===== config.mk =====
export PLATFORM = sky130hd
export DESIGN_NAME = dequantizer_array
export DESIGN_NICKNAME = d
export VERILOG_FILES = /design/src/rtl/dequantizer_array.sv
export SDC_FILE = /design/constraint.sdc
export NUM_CORES = 1
export LEC_CHECK = 0
export CAP_MARGIN = 30
export CORE_MARGIN = 10
export CORE_UTILIZATION = 40
export DETAILED_ROUTE_END_ITERATION = 10
export PLACE_DENSITY = 0.65
export SLEW_MARGIN = 20
export SYNTH_ARGS = -nofsm -noshare
export SYNTH_HDL_FRONTEND = slang
export SYNTH_SLANG_ARGS = --single-unit

===== constraint.sdc =====
create_clock -name clk -period 10.1 [get_ports clk]
set_input_delay 2.02 -clock clk [delete_from_list [all_inputs] [get_ports clk]]
set_output_delay 2.02 -clock clk [all_outputs]
set_load 0.03 [all_outputs]

===== src/rtl/dequantizer_array.sv =====
// dequantizer_array: N-lane signed-level to FP32 power-of-two dequantizer with a
// 2-stage valid/ready pipeline, per-lane bypass, sticky saturation flags and a beat counter.
module dequantizer_array #(
    parameter int NUM_LANES = 4,
    parameter int LEVEL_W   = 8,
    parameter int CNT_W     = 16
) (
    input  logic                           clk,
    input  logic                           rst_n,
    input  logic                           cfg_load_i,
    input  logic [7:0]                     scale_exp_i,
    input  logic                           in_valid_i,
    output logic                           in_ready_o,
    input  logic [NUM_LANES*LEVEL_W-1:0]   level_i,
    input  logic [NUM_LANES-1:0]           is_weight_i,
    output logic                           out_valid_o,
    input  logic                           out_ready_i,
    output logic [NUM_LANES*32-1:0]        weight_fp_o,
    output logic                           sat_ovf_o,
    output logic                           sat_unf_o,
    output logic [CNT_W-1:0]               beat_count_o
);
    localparam int LZ_W = $clog2(LEVEL_W + 1);

    logic [7:0]                            scale_q, s1_scale_q;
    logic                                  s1_valid_q, out_valid_q, sat_ovf_q, sat_unf_q;
    logic [NUM_LANES-1:0]                  s1_sign_q, s1_byp_q, sign_d, ovf_d, unf_d;
    logic [NUM_LANES-1:0][LEVEL_W-1:0]     s1_mag_q, mag_d;
    logic [NUM_LANES-1:0][LZ_W-1:0]        s1_lz_q, lz_d;
    logic [NUM_LANES*32-1:0]               weight_q, weight_d;
    logic [CNT_W-1:0]                      cnt_q;
    logic                                  adv2;

    assign adv2         = !out_valid_q || out_ready_i;
    assign in_ready_o   = !s1_valid_q || adv2;
    assign out_valid_o  = out_valid_q;
    assign weight_fp_o  = weight_q;
    assign sat_ovf_o    = sat_ovf_q;
    assign sat_unf_o    = sat_unf_q;
    assign beat_count_o = cnt_q;

    for (genvar l = 0; l < NUM_LANES; l++) begin : g_lane
        logic [LEVEL_W-1:0] lvl, slvl;
        logic [LZ_W-1:0]    lz;
        logic signed [10:0] e;
        logic [22:0]        mant;
        logic               zero;
        assign lvl       = level_i[l*LEVEL_W +: LEVEL_W];
        assign sign_d[l] = lvl[LEVEL_W-1];
        assign mag_d[l]  = lvl[LEVEL_W-1] ? -lvl : lvl;
        always_comb begin
            lz = LZ_W'(LEVEL_W);
            for (int i = 0; i < LEVEL_W; i++)
                if (mag_d[l][i]) lz = LZ_W'(LEVEL_W - 1 - i);
        end
        assign lz_d[l] = lz;
        // e = (LEVEL_W-1-lz) + scale + 127, scale sign-extended into 11 bits
        assign e    = 11'(LEVEL_W + 126) - 11'(s1_lz_q[l]) + 11'($signed(s1_scale_q));
        assign mant = 23'(({s1_mag_q[l], 23'd0} << (s1_lz_q[l] + 1'b1)) >> LEVEL_W);
        assign slvl = s1_sign_q[l] ? -s1_mag_q[l] : s1_mag_q[l];
        assign zero = s1_mag_q[l] == '0;
        assign ovf_d[l] = !s1_byp_q[l] && !zero && e >= 11'sd255;
        assign unf_d[l] = !s1_byp_q[l] && !zero && e <= 11'sd0;
        assign weight_d[l*32 +: 32] =
            s1_byp_q[l] ? {{(32-LEVEL_W){slvl[LEVEL_W-1]}}, slvl} :
            zero        ? 32'h0 :
            ovf_d[l]    ? {s1_sign_q[l], 8'hFF, 23'h0} :
            unf_d[l]    ? {s1_sign_q[l], 31'h0} :
                          {s1_sign_q[l], e[7:0], mant};
    end

    always_ff @(posedge clk or negedge rst_n) begin
        if (!rst_n) begin
            scale_q     <= '0;
            s1_valid_q  <= 1'b0;
            s1_scale_q  <= '0;
            s1_sign_q   <= '0;
            s1_byp_q    <= '0;
            s1_mag_q    <= '0;
            s1_lz_q     <= '0;
            out_valid_q <= 1'b0;
            weight_q    <= '0;
            sat_ovf_q   <= 1'b0;
            sat_unf_q   <= 1'b0;
            cnt_q       <= '0;
        end else begin
            if (cfg_load_i) scale_q <= scale_exp_i;
            if (in_ready_o) s1_valid_q <= in_valid_i;
            if (in_ready_o && in_valid_i) begin
                s1_scale_q <= scale_q;
                s1_sign_q  <= sign_d;
                s1_byp_q   <= ~is_weight_i;
                s1_mag_q   <= mag_d;
                s1_lz_q    <= lz_d;
            end
            if (adv2) out_valid_q <= s1_valid_q;
            if (adv2 && s1_valid_q) begin
                weight_q  <= weight_d;
                sat_ovf_q <= sat_ovf_q || (|ovf_d);
                sat_unf_q <= sat_unf_q || (|unf_d);
            end
            if (out_valid_q && out_ready_i) cnt_q <= cnt_q + 1'b1;
        end
    end
endmodule


# Yosys cells after proc, flatten, opt, wreduce, memory -nomap -nowiden
# Cells that the tools add are included.
# word_totals
regBits,220
latch_bits,0
mem_bits_rw,0
romBits,0
inputBits,49
output_inout_bits,148
elab_cells,143
memories,0
# op_classes
addsub,21
n_mul,0
n_div,0
order_cmp,8
n_eq_ne,0
shift,4
n_mux,56
bitwise_logic,1
n_reduce_logical,35
# op_table
cell,count
$mux W32,8
$mux W31,8
$mux W4,32
$shl A31 B4 Y31,4
$mux W8,8
$neg A8 Y8,8
$add A9 B8 Y10,4
$ge A10 B9 Y1 const B,4
$le A10 B1 Y1 const B,4
$sub A8 B4 Y9 const A,4
$logic_not A8 Y1,4
$add A16 B1 Y16 const B,1
$add A4 B1 Y4 const B,4
$logic_and A1 B1 Y1,15
$logic_not A1 Y1,10
$reduce_or A4 Y1,2
$logic_or A1 B1 Y1,4
$not A4 Y4,1

# Logic depth before layout (Yosys ltp)
# Gate-level depths: netlist of run 1.
# depth
word_depth,10
depth_mapped,14
depth_no_buf,12

# Worst setup path after synthesis of run 1
# No wires, ideal clock.
# synth_path
kind,input to output
from,input port out_ready_i
to,output port in_ready_o
arrival_time_ns,2.381
t_required_ns,8.080
slack_ns,5.699
stages,1
path_buffers,0
path_cell_list,nand3b_1
# synth_between
elab_chain_len,2
# synth_lines
item,line,text
"start, declared",17,"input logic out_ready_i,"
$logic_or A1 B1 Y1,34,assign adv2 = !out_valid_q || out_ready_i;
$logic_or A1 B1 Y1,35,assign in_ready_o = !s1_valid_q || adv2;
"end, declared",13,"output logic in_ready_o,"
# Every way passes these cells.

# Worst setup path after layout of run 1
# Same ends and word-level chain as after synthesis.

==> results of run 1 <==
-- tightest hold or removal path, delay by kind of cell (launching register included) --
family / cells / cell delay, ps
flops: 1 / 350
simple gates: 2 / 100
-- logic make-up (layout without fill, tap and decap cells) --
logic type	after synthesis	after routing	share of synthesized area (%)
xor+xnor	90	90	6.50
buf+inv	141	289	5.71
simple gates	484	484	18.7
mux	54	54	5.42
compound gates	334	334	17.9
other cells	0	2	0
flops	192	192	39.6
fa+ha+maj	57	57	6.13
-- sequential cells by signal, summed over array words and instances (netlist names) --
signal / count
out_valid_o: 1
s1_valid_q: 1
beat_count_o: 16
s1_lz_q: 16
sat_unf_o: 1
scale_q: 8
s1_scale_q: 8
s1_byp_q: 4
s1_sign_q: 4
sat_ovf_o: 1
s1_mag_q: 32
weight_fp_o: 100
-- routing by layer --
| layer | GRT usage [%] | part of all wire (%) | routed length, um |
|---|---|---|---|
| met1 | 23.5 | 45 | 15600 |
| met2 | 28.8 | 48 | 16400 |
| met3 | 3.58 | 5.4 | 1840 |
| met4 | 4.43 | 1.6 | 539 |
| met5 | 0 | 0 | 0 |
-- path summary, 6_finish.rpt --
| check | start | end | slack, ps |
|---|---|---|---|
| min in group asynchronous | rst_n | s1_sign_q[2] | 1500 |
| setup reg to reg | s1_lz_q[0] | weight_fp_o[18] | 5530 |
| hold reg to reg | scale_q[2] | s1_scale_q[2] | 470 |
| hold / removal | scale_q[2] | s1_scale_q[2] | 470 |
| max in group asynchronous | rst_n | weight_fp_o[27] | 7610 |
| setup / recovery | out_ready_i | in_ready_o | 4680 |
-- placed cells by master (no fill, tap or decap), drive strengths merged, types with 4 or more instances in the layout --
master / instances
a211oi: 10
a21o: 13
a21oi: 83
a221o: 24
a22o: 8
a31oi: 9
and2: 15
and3: 14
buf: 9
clkbuf: 18
clkdlybuf4s50: 195
clkinv: 9
dfrtp: 192
fa: 4
ha: 53
inv: 57
mux2: 21
mux2i: 26
mux4: 7
nand2: 205
nand2b: 15
nand3: 34
nand4: 11
nor2: 109
nor2b: 14
nor3: 14
nor3b: 4
nor4: 6
o211ai: 10
o21a: 5
o21ai: 116
o22ai: 5
o31ai: 14
o41ai: 6
or3: 16
or4: 7
xnor2: 39
xor2: 51
-- cell usage after synthesis (all sizes together), types with 8 or more instances --
| cell | n | area share, % |
|---|---|---|
| nor3 | 14 | 0.66 |
| nand2b | 15 | 0.77 |
| nand2 | 205 | 6.3 |
| o211ai | 10 | 0.62 |
| nor2 | 109 | 3.4 |
| or3 | 16 | 0.82 |
| o21ai | 116 | 4.9 |
| mux2i | 26 | 2.1 |
| xor2 | 51 | 3.7 |
| a211oi | 10 | 0.87 |
| nand4 | 11 | 0.57 |
| o31ai | 14 | 0.91 |
| inv | 51 | 1.6 |
| a31oi | 9 | 0.46 |
| buf | 35 | 2.1 |
| a221o | 24 | 2.0 |
| a21oi | 83 | 3.5 |
| mux2 | 21 | 2.0 |
| and2 | 15 | 0.79 |
| xnor2 | 39 | 2.8 |
| nand3 | 34 | 1.4 |
| a21o | 13 | 0.80 |
| clkbuf | 54 | 2.0 |
| a22o | 8 | 0.58 |
| ha | 53 | 5.5 |
| nor2b | 14 | 0.72 |
| dfrtp | 192 | 40 |
| and3 | 14 | 0.73 |
-- power groups by stage --
stage	Sequential (mW)	Combinational, mW	Clock, mW
global placement	1.14	1.55	0
floorplan	1.35	0.796	0
finish	1.13	1.56	0.692
detailed placement	1.14	1.56	0
CTS	1.13	1.57	0.711
global route	1.16	1.70	0.741
-- final cells by class --
type | instances | area share (%)
inverter | 52 | 1.32
clock inverter | 15 | 1.25
sequential | 192 | 32.4
timing repair buffer | 205 | 14.0
antenna | 2 | 0.0338
multi-input combinational | 1019 | 44.8
tap | 390 | 3.29
clock buffer | 17 | 2.87
==> impl_metrics.tcl, run 1 <==
set metrics [dict create \
    drc 0 \
    area_growth_pct 22.2 \
    cp_slowest_cell "clkdlybuf4s50_1" \
    final_util_pct 49.7 \
    rsz0062_at_grt "false" \
    grt_pass1_wl_um 55600 \
    synth_top_flop_cell "dfrtp_1" \
    hold_buffers 0 \
    syn_inst 1352 \
    cp-end-kind "output pin" \
    hpwlAfterDp_um 26000 \
    crit_top_cell "clkdlybuf4s50_1" \
    cts_buffer_depth 2 \
    wirelength_um 34300 \
    grt_antenna_before_repair 2 \
    cp_num_cells 3 \
    multi_input_area_mm2 0.00665 \
    clk_pin_slew_ps 80 \
    synth-async-reset-ratio_pct 100 \
    peakVddDrop_mv 0.125 \
    p_sw_mw 1.46 \
    rows 63 \
    dieHeight_um 194 \
    grt_max_degree 121 \
    worstPathRequired_ps 8080 \
    dr.pass1.iters 5 \
    initial_core_util_pct 40.7 \
    leakagePower_nw 6.50 \
    ioPinCount 197 \
    regArea_mm2 0.00480 \
    pwr-share-clk_pct 20.5 \
    cts_tree "yes" \
    avgViaCountPerCell 5.43 \
    crit_type "input port to output pin" \
    fin_ws_ps 4680 \
    max_stage_delay_ps 710 \
    fin_worst_hold_slack_ps 469 \
    finalSetupViolCount 0 \
    vias 10300 \
    p_seq_share_pct 33.4 \
    cp_max_fo 4 \
    grt_overflow_total 0 \
    drtAntennaViolNets 0 \
    reg2reg_depth 12 \
    power.internal_mw 1.92 \
    hp-class "flop to flop" \
    hold-path-cell-count 2 \
    finalCritPeriodShare_pct 53.7 \
    power_frac_comb_pct 46.2 \
    portBuffers 196 \
    drive_gt1_share_pct 6.80 \
    fill_cells 2835 \
    fmax_ghz 0.184 \
    finClkSkew_ps 17.3 \
    worstSkewPairLatency_ps 450 \
    worst_ep_arrival_time_ps 3400 \
    dpl_worst_slack_ps 4680 \
    synth_nets 1458 \
    finalMaxSlewViolations 0 \
    cts-resized-gates 0 \
    die_w_um 194 \
    grt_usage_pct 17.7 \
    dpl-instance-area_mm2 0.0142 \
    critPathLaunchType "input port" \
    htree_num_levels 4 \
    wl_per_cell_um 18.2 \
    finalHoldViolations 0 \
    root_buffer "clkbuf_16" \
    sw_frac_of_total_pct 43.2 \
    die_area_mm2 0.0377 \
    maxSlewHeadroom_pct 45.2 \
    status "finished clean" \
    finalSetupTns_ps 0 \
    path_buf_inv 2 \
    drtIter0Drc 891 \
    layoutNonFillerInstCount 1892 \
    finalNetCount 1593 \
    post_cts_buffers 0 \
    p_total_mw 3.38 \
    ys_types 86 \
    crit_family "buffers and inverters" \
    power.density_mw_per_mm2 228 \
    finalInstanceArea_mm2 0.0148 \
    syn_area_mm2 0.0121 \
    dp_cells 1856 \
    ys_seq_elements 192 \
    first_global_vias 9961 \
    core_area_mm2 0.0298 \
    numCtsBuffers 17 \
    avgSynthCellArea_um2 8.97 \
    maxCapViolCount 0 \
    ys_warn_count 0 \
    path_cells "clkdlybuf4s50_1 > nand3b_1 > clkdlybuf4s50_1" \
    cts_num_sinks 192 \
    synth_edf_count 0 \
    globalplace.congestion 0.926 \
    worst_slew_pin_slew_ps 822 \
    period_needed_ps 5420 \
    seq_area_frac_synth_pct 39.6 \
]
Power figures use the tool's default switching activity.
==> run 2, diff against run 1 <==
==> constraint.sdc (replaced) <==
create_clock -name clk -period 5.35 [get_ports clk]
set_input_delay 1.07 -clock clk [delete_from_list [all_inputs] [get_ports clk]]
set_output_delay 1.07 -clock clk [all_outputs]
set_load 0.03 [all_outputs]
==> impl_metrics.tcl, run 2 (synthesis results as in run 1) <==
set metrics [dict create \
    r2r-end "weight_fp_o[114]" \
    worst_ep_arrival_time_ps 4710 \
    dieHeight_um 194 \
    leakagePower_nw 6.46 \
    grt_usage_pct 18.3 \
    clk_pin_slew_ps 70 \
    cts_buffer_depth 2 \
    hold_buffers 0 \
    htree_num_levels 4 \
    finalInstanceArea_mm2 0.0147 \
    rsz0062_at_grt "false" \
    fill_cells 2806 \
    initial_core_util_pct 40.7 \
    worstSkewPairLatency_ps 450 \
    crit_type "flop to flop" \
    worstPathRequired_ps 5680 \
    finalMaxSlewViolations 0 \
    maxCapViolCount 0 \
    hpwlAfterDp_um 27300 \
    avgViaCountPerCell 5.47 \
    cp_slowest_cell "dfrtp_1" \
    grt_overflow_total 0 \
    path_cells "ha_1 > xor2_1 > inv_1 > ha_1 > a211oi_2 > o21ai_1 > xor2_1 > or4_1 > or3_1 > nand4_1 > nor2_1 > a221o_1" \
    critPathLaunchType "flop" \
    grt_pass1_wl_um 56800 \
    finalSetupViolCount 0 \
    grt_max_degree 98 \
    cts_num_sinks 192 \
    layout_commonest_cell "nand2_1" \
    root_buffer "clkbuf_16" \
    grt_antenna_before_repair 0 \
    rows 63 \
    core_area_mm2 0.0298 \
    min_from "scale_q[3]" \
    status "finished clean" \
    first_global_vias 10100 \
    final_util_pct 49.5 \
    area_growth_pct 21.5 \
    numCtsBuffers 17 \
    post_cts_buffers 0 \
    hold-path-cell-count 2 \
    layout.cells.most_common_list "203 x nand2_1, 195 x clkdlybuf4s50_1, 192 x dfrtp_1, 110 x o21ai_0, 108 x nor2_1" \
    dpl-instance-area_mm2 0.0142 \
    maxSlewHeadroom_pct 37.8 \
    finalCritPeriodShare_pct 81.8 \
    reg2reg_from "s1_lz_q[12]" \
    finClkSkew_ps 8.70 \
    worst_slew_pin_slew_ps 924 \
    finalSetupTns_ps 0 \
    max_stage_delay_ps 700 \
    peakVddDrop_mv 0.187 \
    vias 10300 \
    reg2reg_depth 12 \
    layoutNonFillerInstCount 1887 \
    cts-resized-gates 0 \
    cp_max_fo 16 \
    worstHoldEndpoint "s1_scale_q[3]" \
    ioPinCount 197 \
    finalHoldViolations 0 \
    dp_cells 1857 \
    globalplace.congestion 0.922 \
    drc 0 \
    power.density_mw_per_mm2 433 \
    drtIter0Drc 812 \
    portBuffers 196 \
    wl_per_cell_um 18.7 \
    die_area_mm2 0.0377 \
    finalNetCount 1592 \
    largest_reg_flops 100 \
    drtAntennaViolNets 0 \
    dr.pass1.iters 5 \
    period_needed_ps 4380 \
    cp-end-kind "flop" \
    fmax_ghz 0.229 \
    die_w_um 194 \
    cts_tree "yes" \
    wirelength_um 35300 \
    hp-class "flop to flop" \
    drive_gt1_share_pct 6.55 \
    reg2reg_setup_slack_ps 970 \
]
run 2: changes by cell type in the layout (fill, tap and decap cells not counted), moves of 2 or more:
| cell | before | now |
|---|---|---|
| bufinv_16 | 0 | 2 |
| clkinv_4 | 3 | 1 |
| inv_12 | 2 | 0 |
| buf_16 | 2 | 0 |
| clkinv_8 | 5 | 0 |
| clkinvlp_4 | 1 | 3 |
run 2: how the worst max path moves through the flow:
stage,cells after the start,from,to
2_1_floorplan,12,s1_lz_q[8],sat_ovf_o
3_3_place_gp,12,s1_lz_q[12],weight_fp_o[113]
3_5_place_dp,12,s1_lz_q[12],weight_fp_o[114]
4_1_cts,12,s1_lz_q[12],weight_fp_o[114]
5_1_grt,12,s1_lz_q[12],weight_fp_o[114]
6_report,12,s1_lz_q[12],weight_fp_o[114]
run 2: area by class of cell:
cell class	count	area, um^2	area share, %
timing repair buffer	204	2040	13.8
inverter	52	195	1.32
sequential	192	4800	32.6
multi-input combinational	1019	6650	45.1
antenna	1	2.50	0.0170
clock inverter	11	131	0.891
tap	390	488	3.31
clock buffer	18	439	2.98
run 2: report_power, final:
part | switching, mW | internal [mW] | total, mW | leakage, nW
combinational | 1.73 | 1.21 | 2.94 | 3.80
clock | 0.582 | 0.698 | 1.28 | 0.272
sequential | 0.381 | 1.78 | 2.16 | 2.40
total | 2.70 | 3.69 | 6.38 | 6.46
run 2: routing by layer:
metal	global-route usage, %	part of all wire, %	vias up
met5	0	0	-
met4	4.97	1.6	0
met3	3.49	5.2	32
met2	31.6	50	281
met1	22.8	44	4989
li1	-	-	5027
run 2: critical path: cells and delay by family, from the launching register on:
kind / cells / cell delay [ps]
buf+inv: 1 / 230
compound gates: 3 / 750
simple gates: 4 / 1200
fa+ha+maj: 2 / 680
xor+xnor: 2 / 680
flops: 1 / 700
run 2: metrics by stage:
step | hold WS [ps] | power [mW] | setup slack [ps]
after floorplan | 435 | 4.04 | 1520
after global placement | 450 | 5.11 | 1160
after detailed placement | 454 | 5.14 | 1020
after CTS | 472 | 6.43 | 1000
after global routing | 508 | 6.76 | 659
final | 468 | 6.38 | 974
